<file path="src/rtl/cu_pkg.sv">
// Shared constants and enums for the multicycle control unit.
// Opcode map, ALU control codes, operand selects, FSM states, instruction classes.
package cu_pkg;

    localparam logic [3:0] OP_ADD  = 4'b0000;
    localparam logic [3:0] OP_ADDI = 4'b0001;
    localparam logic [3:0] OP_SUB  = 4'b0010;
    localparam logic [3:0] OP_SUBI = 4'b0011;
    localparam logic [3:0] OP_MUL  = 4'b0100;
    localparam logic [3:0] OP_AND  = 4'b0101;
    localparam logic [3:0] OP_OR   = 4'b0110;
    localparam logic [3:0] OP_CMP  = 4'b1000;
    localparam logic [3:0] OP_BR   = 4'b1001;
    localparam logic [3:0] OP_LD   = 4'b1010;
    localparam logic [3:0] OP_ST   = 4'b1111;

    localparam logic [2:0] ALU_ADD = 3'b000;
    localparam logic [2:0] ALU_SUB = 3'b001;
    localparam logic [2:0] ALU_MUL = 3'b010;
    localparam logic [2:0] ALU_AND = 3'b011;
    localparam logic [2:0] ALU_OR  = 3'b100;

    localparam logic [1:0] SEL_REG = 2'b00;
    localparam logic [1:0] SEL_IMM = 2'b01;

    typedef enum logic [2:0] {
        S_IDLE,
        S_DECODE,
        S_EXEC,
        S_MEM,
        S_WB
    } state_t;

    typedef enum logic [2:0] {
        CLS_NOP,
        CLS_ALU,
        CLS_MUL,
        CLS_CMP,
        CLS_BR,
        CLS_LD,
        CLS_ST,
        CLS_ILL
    } cls_t;

endpackage

</file>
<file path="src/rtl/cu_decoder.sv">
// Combinational opcode/func decoder: class, ALU control, operand selects, illegal.
// Opcode 0100 decodes as multiply only when CU_MUL_EN is defined.
module cu_decoder
    import cu_pkg::*;
#(
    parameter int OP_W = 4,
    parameter int F_W  = 2
) (
    input  logic [OP_W-1:0] opcode,
    input  logic [F_W-1:0]  func,
    output cls_t            cls,
    output logic [2:0]      alu_ctrl,
    output logic [1:0]      selop_a,
    output logic [1:0]      selop_b,
    output logic            illegal
);

    logic [3:0] op4;
    logic       bad_op;

    assign op4 = opcode[3:0];

    always_comb begin
        cls      = CLS_NOP;
        alu_ctrl = ALU_ADD;
        selop_a  = SEL_REG;
        selop_b  = SEL_REG;
        bad_op   = 1'b0;
        case (op4)
            OP_ADD:  cls = CLS_ALU;
            OP_SUB: begin
                cls      = CLS_ALU;
                alu_ctrl = ALU_SUB;
            end
            OP_AND: begin
                cls      = CLS_ALU;
                alu_ctrl = ALU_AND;
            end
            OP_OR: begin
                cls      = CLS_ALU;
                alu_ctrl = ALU_OR;
            end
            OP_ADDI: begin
                cls     = CLS_ALU;
                selop_b = SEL_IMM;
            end
            OP_SUBI: begin
                cls      = CLS_ALU;
                alu_ctrl = ALU_SUB;
                selop_b  = SEL_IMM;
            end
            OP_MUL: begin
                alu_ctrl = ALU_MUL;
`ifdef CU_MUL_EN
                cls      = CLS_MUL;
`else
                bad_op   = 1'b1;
`endif
            end
            OP_CMP: begin
                cls      = CLS_CMP;
                alu_ctrl = ALU_SUB;
            end
            OP_BR:   cls = CLS_BR;
            OP_LD: begin
                cls     = CLS_LD;
                selop_b = SEL_IMM;
            end
            OP_ST: begin
                cls     = CLS_ST;
                selop_b = SEL_IMM;
            end
            default: cls = CLS_NOP;
        endcase

        // Reserved upper opcode bits or an all-ones func poison the instruction
        illegal = bad_op || (&func) || ((opcode >> 4) != '0);
        if (illegal) begin
            cls      = CLS_ILL;
            alu_ctrl = ALU_ADD;
            selop_a  = SEL_REG;
            selop_b  = SEL_REG;
        end
    end

endmodule

</file>
<file path="src/rtl/multicycle_control_unit.sv">
// Multicycle control FSM: IDLE -> DECODE -> EXEC -> (MEM) -> (WB).
// Define CU_MUL_EN to enable the multi-cycle multiply (opcode 0100).
module multicycle_control_unit
    import cu_pkg::*;
#(
    parameter int OP_W    = 4,
    parameter int F_W     = 2,
    parameter int MUL_LAT = 3,
    parameter int MEM_TO  = 15
) (
    input  logic            clk,
    input  logic            rst,
    input  logic            instr_valid,
    output logic            instr_ready,
    input  logic [OP_W-1:0] opcode,
    input  logic [F_W-1:0]  func,
    input  logic            cmp_res,
    input  logic            mem_ready,
    output logic [2:0]      alu_ctrl,
    output logic [1:0]      selop_a,
    output logic [1:0]      selop_b,
    output logic            we_reg,
    output logic            we_mem,
    output logic            mem_req,
    output logic            pc_load,
    output logic            pc_inc,
    output logic            busy,
    output logic            illegal,
    output logic            mem_err
);

    if (OP_W < 4) begin : g_bad_opw
        $error("OP_W must be at least 4");
    end
    if (MUL_LAT < 1 || MUL_LAT > 15) begin : g_bad_lat
        $error("MUL_LAT must be 1..15");
    end
    if (MEM_TO < 1 || MEM_TO > 255) begin : g_bad_to
        $error("MEM_TO must be 1..255");
    end

    localparam logic [7:0] TO_LAST = 8'(MEM_TO - 1);

    state_t          state_q, state_d;
    logic [OP_W-1:0] op_q, op_d;
    logic [F_W-1:0]  func_q, func_d;
    logic            flag_q, flag_d;
    logic [7:0]      tmo_q, tmo_d;
`ifdef CU_MUL_EN
    localparam logic [3:0] MUL_LAST = 4'(MUL_LAT - 1);
    logic [3:0]      mcnt_q, mcnt_d;
`endif

    cls_t       dec_cls;
    logic [2:0] dec_alu;
    logic [1:0] dec_sela;
    logic [1:0] dec_selb;
    logic       dec_ill;

    cu_decoder #(
        .OP_W (OP_W),
        .F_W  (F_W)
    ) u_dec (
        .opcode   (op_q),
        .func     (func_q),
        .cls      (dec_cls),
        .alu_ctrl (dec_alu),
        .selop_a  (dec_sela),
        .selop_b  (dec_selb),
        .illegal  (dec_ill)
    );

    always_comb begin
        state_d     = state_q;
        op_d        = op_q;
        func_d      = func_q;
        flag_d      = flag_q;
        tmo_d       = tmo_q;
`ifdef CU_MUL_EN
        mcnt_d      = mcnt_q;
`endif
        instr_ready = 1'b0;
        busy        = 1'b1;
        alu_ctrl    = ALU_ADD;
        selop_a     = SEL_REG;
        selop_b     = SEL_REG;
        we_reg      = 1'b0;
        we_mem      = 1'b0;
        mem_req     = 1'b0;
        pc_load     = 1'b0;
        pc_inc      = 1'b0;
        illegal     = 1'b0;
        mem_err     = 1'b0;

        unique case (state_q)
            S_IDLE: begin
                busy        = 1'b0;
                instr_ready = !rst;
                if (instr_valid) begin
                    op_d    = opcode;
                    func_d  = func;
                    state_d = S_DECODE;
                end
            end
            S_DECODE: begin
                selop_a = dec_sela;
                selop_b = dec_selb;
                case (dec_cls)
                    CLS_ILL: begin
                        illegal = dec_ill;
                        state_d = S_IDLE;
                    end
                    CLS_NOP: begin
                        pc_inc  = 1'b1;
                        state_d = S_IDLE;
                    end
                    default: begin
                        state_d = S_EXEC;
`ifdef CU_MUL_EN
                        mcnt_d  = MUL_LAST;
`endif
                    end
                endcase
            end
            S_EXEC: begin
                selop_a  = dec_sela;
                selop_b  = dec_selb;
                alu_ctrl = dec_alu;
                case (dec_cls)
                    CLS_CMP: begin
                        flag_d  = cmp_res;
                        pc_inc  = 1'b1;
                        state_d = S_IDLE;
                    end
                    CLS_BR: begin
                        pc_load = flag_q;
                        pc_inc  = !flag_q;
                        state_d = S_IDLE;
                    end
                    CLS_LD, CLS_ST: begin
                        tmo_d   = '0;
                        state_d = S_MEM;
                    end
`ifdef CU_MUL_EN
                    CLS_MUL: begin
                        if (mcnt_q != '0) begin
                            mcnt_d = mcnt_q - 4'd1;
                        end else begin
                            state_d = S_WB;
                        end
                    end
`endif
                    default: state_d = S_WB;
                endcase
            end
            S_MEM: begin
                selop_a = dec_sela;
                selop_b = dec_selb;
                mem_req = 1'b1;
                // A completion on the last allowed cycle beats the timeout
                if (mem_ready) begin
                    if (dec_cls == CLS_ST) begin
                        we_mem  = 1'b1;
                        pc_inc  = 1'b1;
                        state_d = S_IDLE;
                    end else begin
                        state_d = S_WB;
                    end
                end else if (tmo_q == TO_LAST) begin
                    mem_err = 1'b1;
                    pc_inc  = 1'b1;
                    state_d = S_IDLE;
                end else begin
                    tmo_d = tmo_q + 8'd1;
                end
            end
            S_WB: begin
                we_reg  = 1'b1;
                pc_inc  = 1'b1;
                state_d = S_IDLE;
            end
            default: state_d = S_IDLE;
        endcase
    end

    always_ff @(posedge clk or posedge rst) begin
        if (rst) begin
            state_q <= S_IDLE;
            op_q    <= '0;
            func_q  <= '0;
            flag_q  <= 1'b0;
            tmo_q   <= '0;
`ifdef CU_MUL_EN
            mcnt_q  <= '0;
`endif
        end else begin
            state_q <= state_d;
            op_q    <= op_d;
            func_q  <= func_d;
            flag_q  <= flag_d;
            tmo_q   <= tmo_d;
`ifdef CU_MUL_EN
            mcnt_q  <= mcnt_d;
`endif
        end
    end

endmodule

</file>
<file path="config.mk">
export PLATFORM = sky130hd
export DESIGN_NAME = multicycle_control_unit
export DESIGN_NICKNAME = d
export VERILOG_FILES = /design/src/rtl/cu_pkg.sv /design/src/rtl/cu_decoder.sv /design/src/rtl/multicycle_control_unit.sv
export SDC_FILE = /design/constraint.sdc
export NUM_CORES = 1
export LEC_CHECK = 0
export CAP_MARGIN = 40
export CORE_MARGIN = 1
export CORE_UTILIZATION = 45
export DETAILED_ROUTE_END_ITERATION = 16
export GPL_TIMING_DRIVEN = 0
export PLACE_DENSITY = 0.72
export RECOVER_POWER = 50
export SLEW_MARGIN = 10
export SYNTH_ARGS = -nofsm -noshare
export SYNTH_HDL_FRONTEND = slang
export SYNTH_SLANG_ARGS = --single-unit
</file>
<file path="constraint.sdc">
create_clock -name clk -period 1.85 [get_ports clk]
set_input_delay 0.185 -clock clk [delete_from_list [all_inputs] [get_ports clk]]
set_output_delay 0.185 -clock clk [all_outputs]
set_load 0.005 [all_outputs]
</file>
# Word level (Yosys, flattened, before mapping)
# Cells that the tools add are included.
[op_classes] n_reduce_logical=19 add_sub_neg=1 n_eq_ne=25 muxes=38
[op_table] operator="8-bit two-way mux" n=3
[op_table] operator="3-bit case mux with 4 select lines" n=2
[op_table] operator="3-bit two-way mux" n=7
[op_table] operator="1-bit two-way mux" n=19
[op_table] operator="4-bit equality test (second input constant)" n=4
[op_table] operator="8-bit case mux with 2 select lines" n=1
[op_table] operator="3-bit equality test (second input constant)" n=5
[op_table] operator="3-bit case mux with 5 select lines" n=1
[op_table] operator="4-bit by 3-bit equality test with 1-bit output (second input constant)" n=3
[op_table] operator="3-bit by 2-bit equality test with 1-bit output (second input constant)" n=3
[op_table] operator="8-bit by 1-bit adder with 8-bit output (second input constant)" n=1
[op_table] operator="4-bit by 2-bit equality test with 1-bit output (second input constant)" n=2
[op_table] operator="8-bit by 4-bit equality test with 1-bit output (second input constant)" n=1
[op_table] operator="2-bit != test (second input constant)" n=4
[op_table] operator="2-bit AND reduction" n=4
[op_table] operator="3-bit zero test" n=2
[op_table] operator="3-bit case mux with 2 select lines" n=1
[op_table] operator="2-bit OR reduction" n=3
[op_table] operator="3-bit OR reduction" n=2
[op_table] operator="6-bit OR reduction" n=1
[op_table] operator="4-bit by 1-bit equality test with 1-bit output (second input constant)" n=1
[op_table] operator="4-bit zero test" n=1
[op_table] operator="2-bit two-way mux" n=2
[op_table] operator="1-bit case mux with 4 select lines" n=1
[op_table] operator="8 further kinds" n=9
[word_totals] elab_cells=88 output_inout_bits=16 ff_bits=18 inputBits=11

# Longest topological paths before layout
[logic_depth] ltp_word=8 mapped_depth=6 ltp_nobuf=6

# Hierarchy
# Synthesis repeated with hierarchy kept, for this count alone.
[unflattened] cells_unflattened=149 hier_area_um2=1320.0
[modules_own_cells] mod="multicycle_control_unit" cells_each=116 instances=1 area_per_inst_um2=1081.0 seq_area_each_um2=450.4
[modules_own_cells] mod="cu_decoder" cells_each=33 instances=1 area_per_inst_um2=239.0 seq_area_each_um2=0.0

# Worst setup path after synthesis
# OpenSTA, ideal clock, no wires.
[synth_timing] kind="register to register" start="reg state_q[2]" end="reg tmo_q[1]" t_required_ns=1.725 setup_ns=0.125 setup_slack_ns=0.097 arrival_time_ns=1.628 synth_period_minus_slack_ns=1.753 path_buffers=2 path_stages_with_launch=7 cell_sequence="dfrtp_1 > buf_2 > or3b_1 > buf_2 > nor4_4 > nor2_2 > mux2_4"
[synth_via] elab_chain_cells=3 word_cells_on_any_way=8 classes_between="eq/ne (5); mux (1); reduce/logical (2)"
[synth_rtl] element="start, declared" line_no="multicycle_control_unit.sv:44" source="state_t state_q, state_d;"
[synth_rtl] element="start signal, assigned" line_no="multicycle_control_unit.sv:197" source="state_q <= state_d;"
[synth_rtl] element="3-bit by 2-bit equality test with 1-bit output (on tied branches)"
[synth_rtl] element="2-bit != test (no line) or 2-bit nonzero test (tied branches)"
[synth_rtl] element="4-bit AND reduction (no line)"
[synth_rtl] element="end signal, assigned" line_no="multicycle_control_unit.sv:201" source="tmo_q <= tmo_d;"
[synth_rtl] element="end, declared" line_no="multicycle_control_unit.sv:48" source="logic [7:0] tmo_q, tmo_d;"
# Parallel ways exist; a longest one is shown, timed or not.
# A chain may end at the register's enable or synchronous reset.

# Final worst setup path
[layout_timing] start="reg state_q[1]" end="out pc_inc"
[layout_via] elab_chain_cells=2 word_cells_on_any_way=5 classes_between="eq/ne (4); mux (1)"
[layout_rtl] element="3-bit equality test, or another cell as far along" line_no="multicycle_control_unit.sv:95" source="unique case (state_q)"
[layout_rtl] element="1-bit case mux with 4 select lines (*)" line_no="multicycle_control_unit.sv:95"
[layout_rtl] element="end, declared" line_no="multicycle_control_unit.sv:26" source="output logic pc_inc,"
# Mark *: on every way between the ends. The rest lies on a longest branch, timed or not.

==> impl_metrics.ini <==
[power_and_ir_drop]
ir_worst_vdd_v = 0.00102
p_int_mw = 1.37
seq_power_share = 0.289
pwr-share-clk = 0.112
p_total_mw = 2.38
switching_share = 0.424
leakage_nw = 0.844
pwr-share-comb = 0.600
p_sw_mw = 1.01
power_density_mw_per_mm2 = 1290

[worst_setup_path]
r2r_cells = 6
start_kind = flip-flop
crit_path_max_fanout = 5
cp.arrival_ns = 1.69
worstSetupPathType = flip-flop to primary output
required_ns = 1.66
end_kind = primary output

[route]
num_vias = 1227
drc_errors = 0
routedWlPerCell_um = 16.5
dr.pass1.iters = 4
routed_wl_um = 3520
drt_iter0_markers = 27
final_antenna_net_count = 0
vias_per_cell = 5.73

[layout]
nFillCells = 170
area_delta_synth_final_pct = 53.7
final_nets = 198
fin_area_mm2 = 0.00184
drive_above_1_share = 0.451
diodes = 0

[timing]
skew_ns = 0.00862
worst_pin_slew_ns = 0.754
maxSlewHeadroom = 0.497
fin_crit_sh = 1.01
fin_crit_ns = 1.88
rsz0062_at_grt = yes
finalHoldViolCount = 0
fmax_mhz = 533
final_max_slew_viol_count = 0
setup_ws_ns = -0.0270
setup_viol = 4

[worst_hold_path]
holdPathStages = 3
hold_class = input pin to flip-flop

[placement]
place_hpwl_um = 2060
placed_area_mm2 = 0.00147
pre_cts_slack_ns = -0.329
numPortBuffers = 23
gp_congestion = 0.906

[synth]
synth-seq-cells = 18
synth_top_area_frac = 0.376
synth-async-reset-ratio = 1.00
synth.most_common_cell = dfrtp_1
yosysSeqAreaShare = 0.376
syn_inst = 135
synth-xor-area-share = 0.0439
ys_types = 43
synth_mux_area_frac = 0.0940
synth_edf_count = 0
yosysWarnings = 0
synth_compound_area_frac = 0.0982
synth_area_per_cell_um2 = 8.87
ys.flop_type = dfrtp_1
synth_top_cell_by_area = dfrtp_1
yosys.area_share.adder = 0.0293
yosys.area_share.simple = 0.278
synth_area_mm2 = 0.00120
synthTopCellsByCount = dfrtp_1 (18), nand2_1 (11), inv_1 (9), nor2_1 (9), nor3_1 (9)
ys_top_cells_by_area = dfrtp_1 (38%), mux2_1 (4.7%), nor3_1 (3.8%)
synth_top_family_by_area = simple AND/OR/NAND/NOR gates

[grt]
grt_first_pass_wirelength_um = 5550
track_usage = 0.274
grt-ovfl-total = 0
antenna_found_initial = 0
grt_max_degree = 19
grt_pass1_vias = 1232

[die]
die_x_um = 53.6
io_pins = 27
fp-row-count = 18
dieArea_mm2 = 0.00287
start_util = 0.479
die_y_um = 53.6
core_mm2 = 0.00250

[clock_tree]
ctsLongestPathBuffers = 2
ctsHoldBuffers = 0
clk_pin_slew_ns = 0.12
h-tree-depth = 1
numClockSinks = 18
clkLatencyLatePin_ns = 0.31
cts_root_buf = clkbuf_4
cts_tree = done
cts_made_buffers = 3

[flow_run]
cap_violations = 0

[outcome]
failed_checks = negative setup slack
run_status = finished with violations
-- repair_timing --
item / CTS / global route
gates resized for setup: 66 / 22
buffers inserted: 20 / 5
setup endpoints to repair: 15 / 12
pin swaps: 12 / 3
-- power by group through the flow --
| stage | Sequential [mW] | Combinational [mW] | Clock (mW) |
|---|---|---|---|
| after floorplan | 0.588 | 0.667 | 0 |
| after CTS | 0.656 | 1.25 | 0.259 |
| final | 0.688 | 1.43 | 0.266 |
| after global placement | 0.610 | 0.928 | 0 |
| after global routing | 0.714 | 1.52 | 0.281 |
| after detailed placement | 0.618 | 0.943 | 0 |
-- area by class of cell --
| cell class | count | area [µm²] | share of cell area |
|---|---|---|---|
| well taps | 30 | 37.5 | 0.0204 |
| flip-flops and latches | 18 | 458 | 0.249 |
| multi-input cells | 99 | 826 | 0.449 |
| plain buffers | 5 | 48.8 | 0.0265 |
| clock buffers | 4 | 36.3 | 0.0197 |
| repair buffers | 48 | 397 | 0.215 |
| inverters | 10 | 37.5 | 0.0204 |
-- sequential cells by signal, indices dropped and copies added, names as in the netlist --
| name | count |
|---|---|
| func_q | 2 |
| tmo_q | 8 |
| op_q | 4 |
| flag_q | 1 |
| state_q | 3 |
-- worst max-delay path: stages (launching register included) --
cell and delay, ns:
dfrtp_2 0.46, buf_4 0.15, or3_4 0.38, o21bai_4 0.18
o2111ai_2 0.07, buf_2 0.14
-- worst paths after layout --
check,startpoint,slack [ns],to
max,state_q[1]$_DFFE_PP0P_,-0.03,pc_inc
min,opcode[0],0.40,op_q[0]$_DFFE_PP0P_
max reg2reg,state_q[0]$_DFFE_PP0P_,-0.02,tmo_q[1]$_DFFE_PP0P_
min reg2reg,func_q[1]$_DFFE_PP0P_,0.53,func_q[1]$_DFFE_PP0P_
max in group asynchronous,rst,0.87,state_q[1]$_DFFE_PP0P_
min in group asynchronous,rst,0.45,state_q[0]$_DFFE_PP0P_
-- cell usage in the layout, fill, tap and decap left out, drive strengths merged, types with 2 or more instances in the layout --
| cell type | n |
|---|---|
| mux2i | 3 |
| and3 | 3 |
| o31ai | 2 |
| nand2b | 4 |
| ha | 2 |
| nand3 | 4 |
| xor2 | 4 |
| xnor2 | 2 |
| nand4 | 3 |
| inv | 10 |
| dfrtp | 18 |
| conb | 3 |
| a21oi | 4 |
| clkdlybuf4s50 | 10 |
| nor4 | 4 |
| nor3 | 9 |
| mux2 | 7 |
| dlygate4sd2 | 3 |
| buf | 36 |
| nor2 | 11 |
| clkbuf | 5 |
| or3 | 3 |
| o21ai | 5 |
| and2 | 2 |
| nand2 | 11 |
-- metrics by stage --
| step | hold WS (ns) | setup TNS [ns] | util | std cells |
|---|---|---|---|---|
| after global routing | 0.418 | -0.687 | 0.736 | 214 |
| final | 0.404 | -0.0686 | 0.736 | 214 |
| after detailed placement | 0.469 | -1.32 | 0.589 | 190 |
| after global placement | 0.462 | -1.13 | 0.589 | 190 |
| after floorplan | 0.124 | 0 | - | 137 |
| after CTS | 0.338 | -0.119 | 0.705 | 211 |
-- kinds of logic (layout without fill, tap and decap cells) --
family          Yosys count  in the layout
simple gates             59             59
flops                    18             18
buf+inv                  20             67
xor+xnor                  6              6
compound gates           18             18
mux                      10             10
fa+ha+maj                 3              3
other cells               1              3
-- per-layer routing --
metal / global-route usage / vias to the layer above / routed length [µm]
met5: 0 / - / 0
met4: 0.162 / 0 / 108
met3: 0.0452 / 11 / 134
met2: 0.475 / 44 / 1840
met1: 0.313 / 603 / 1440
li1: - / 569 / -
Note: power is estimated with default switching activity, not from simulation.
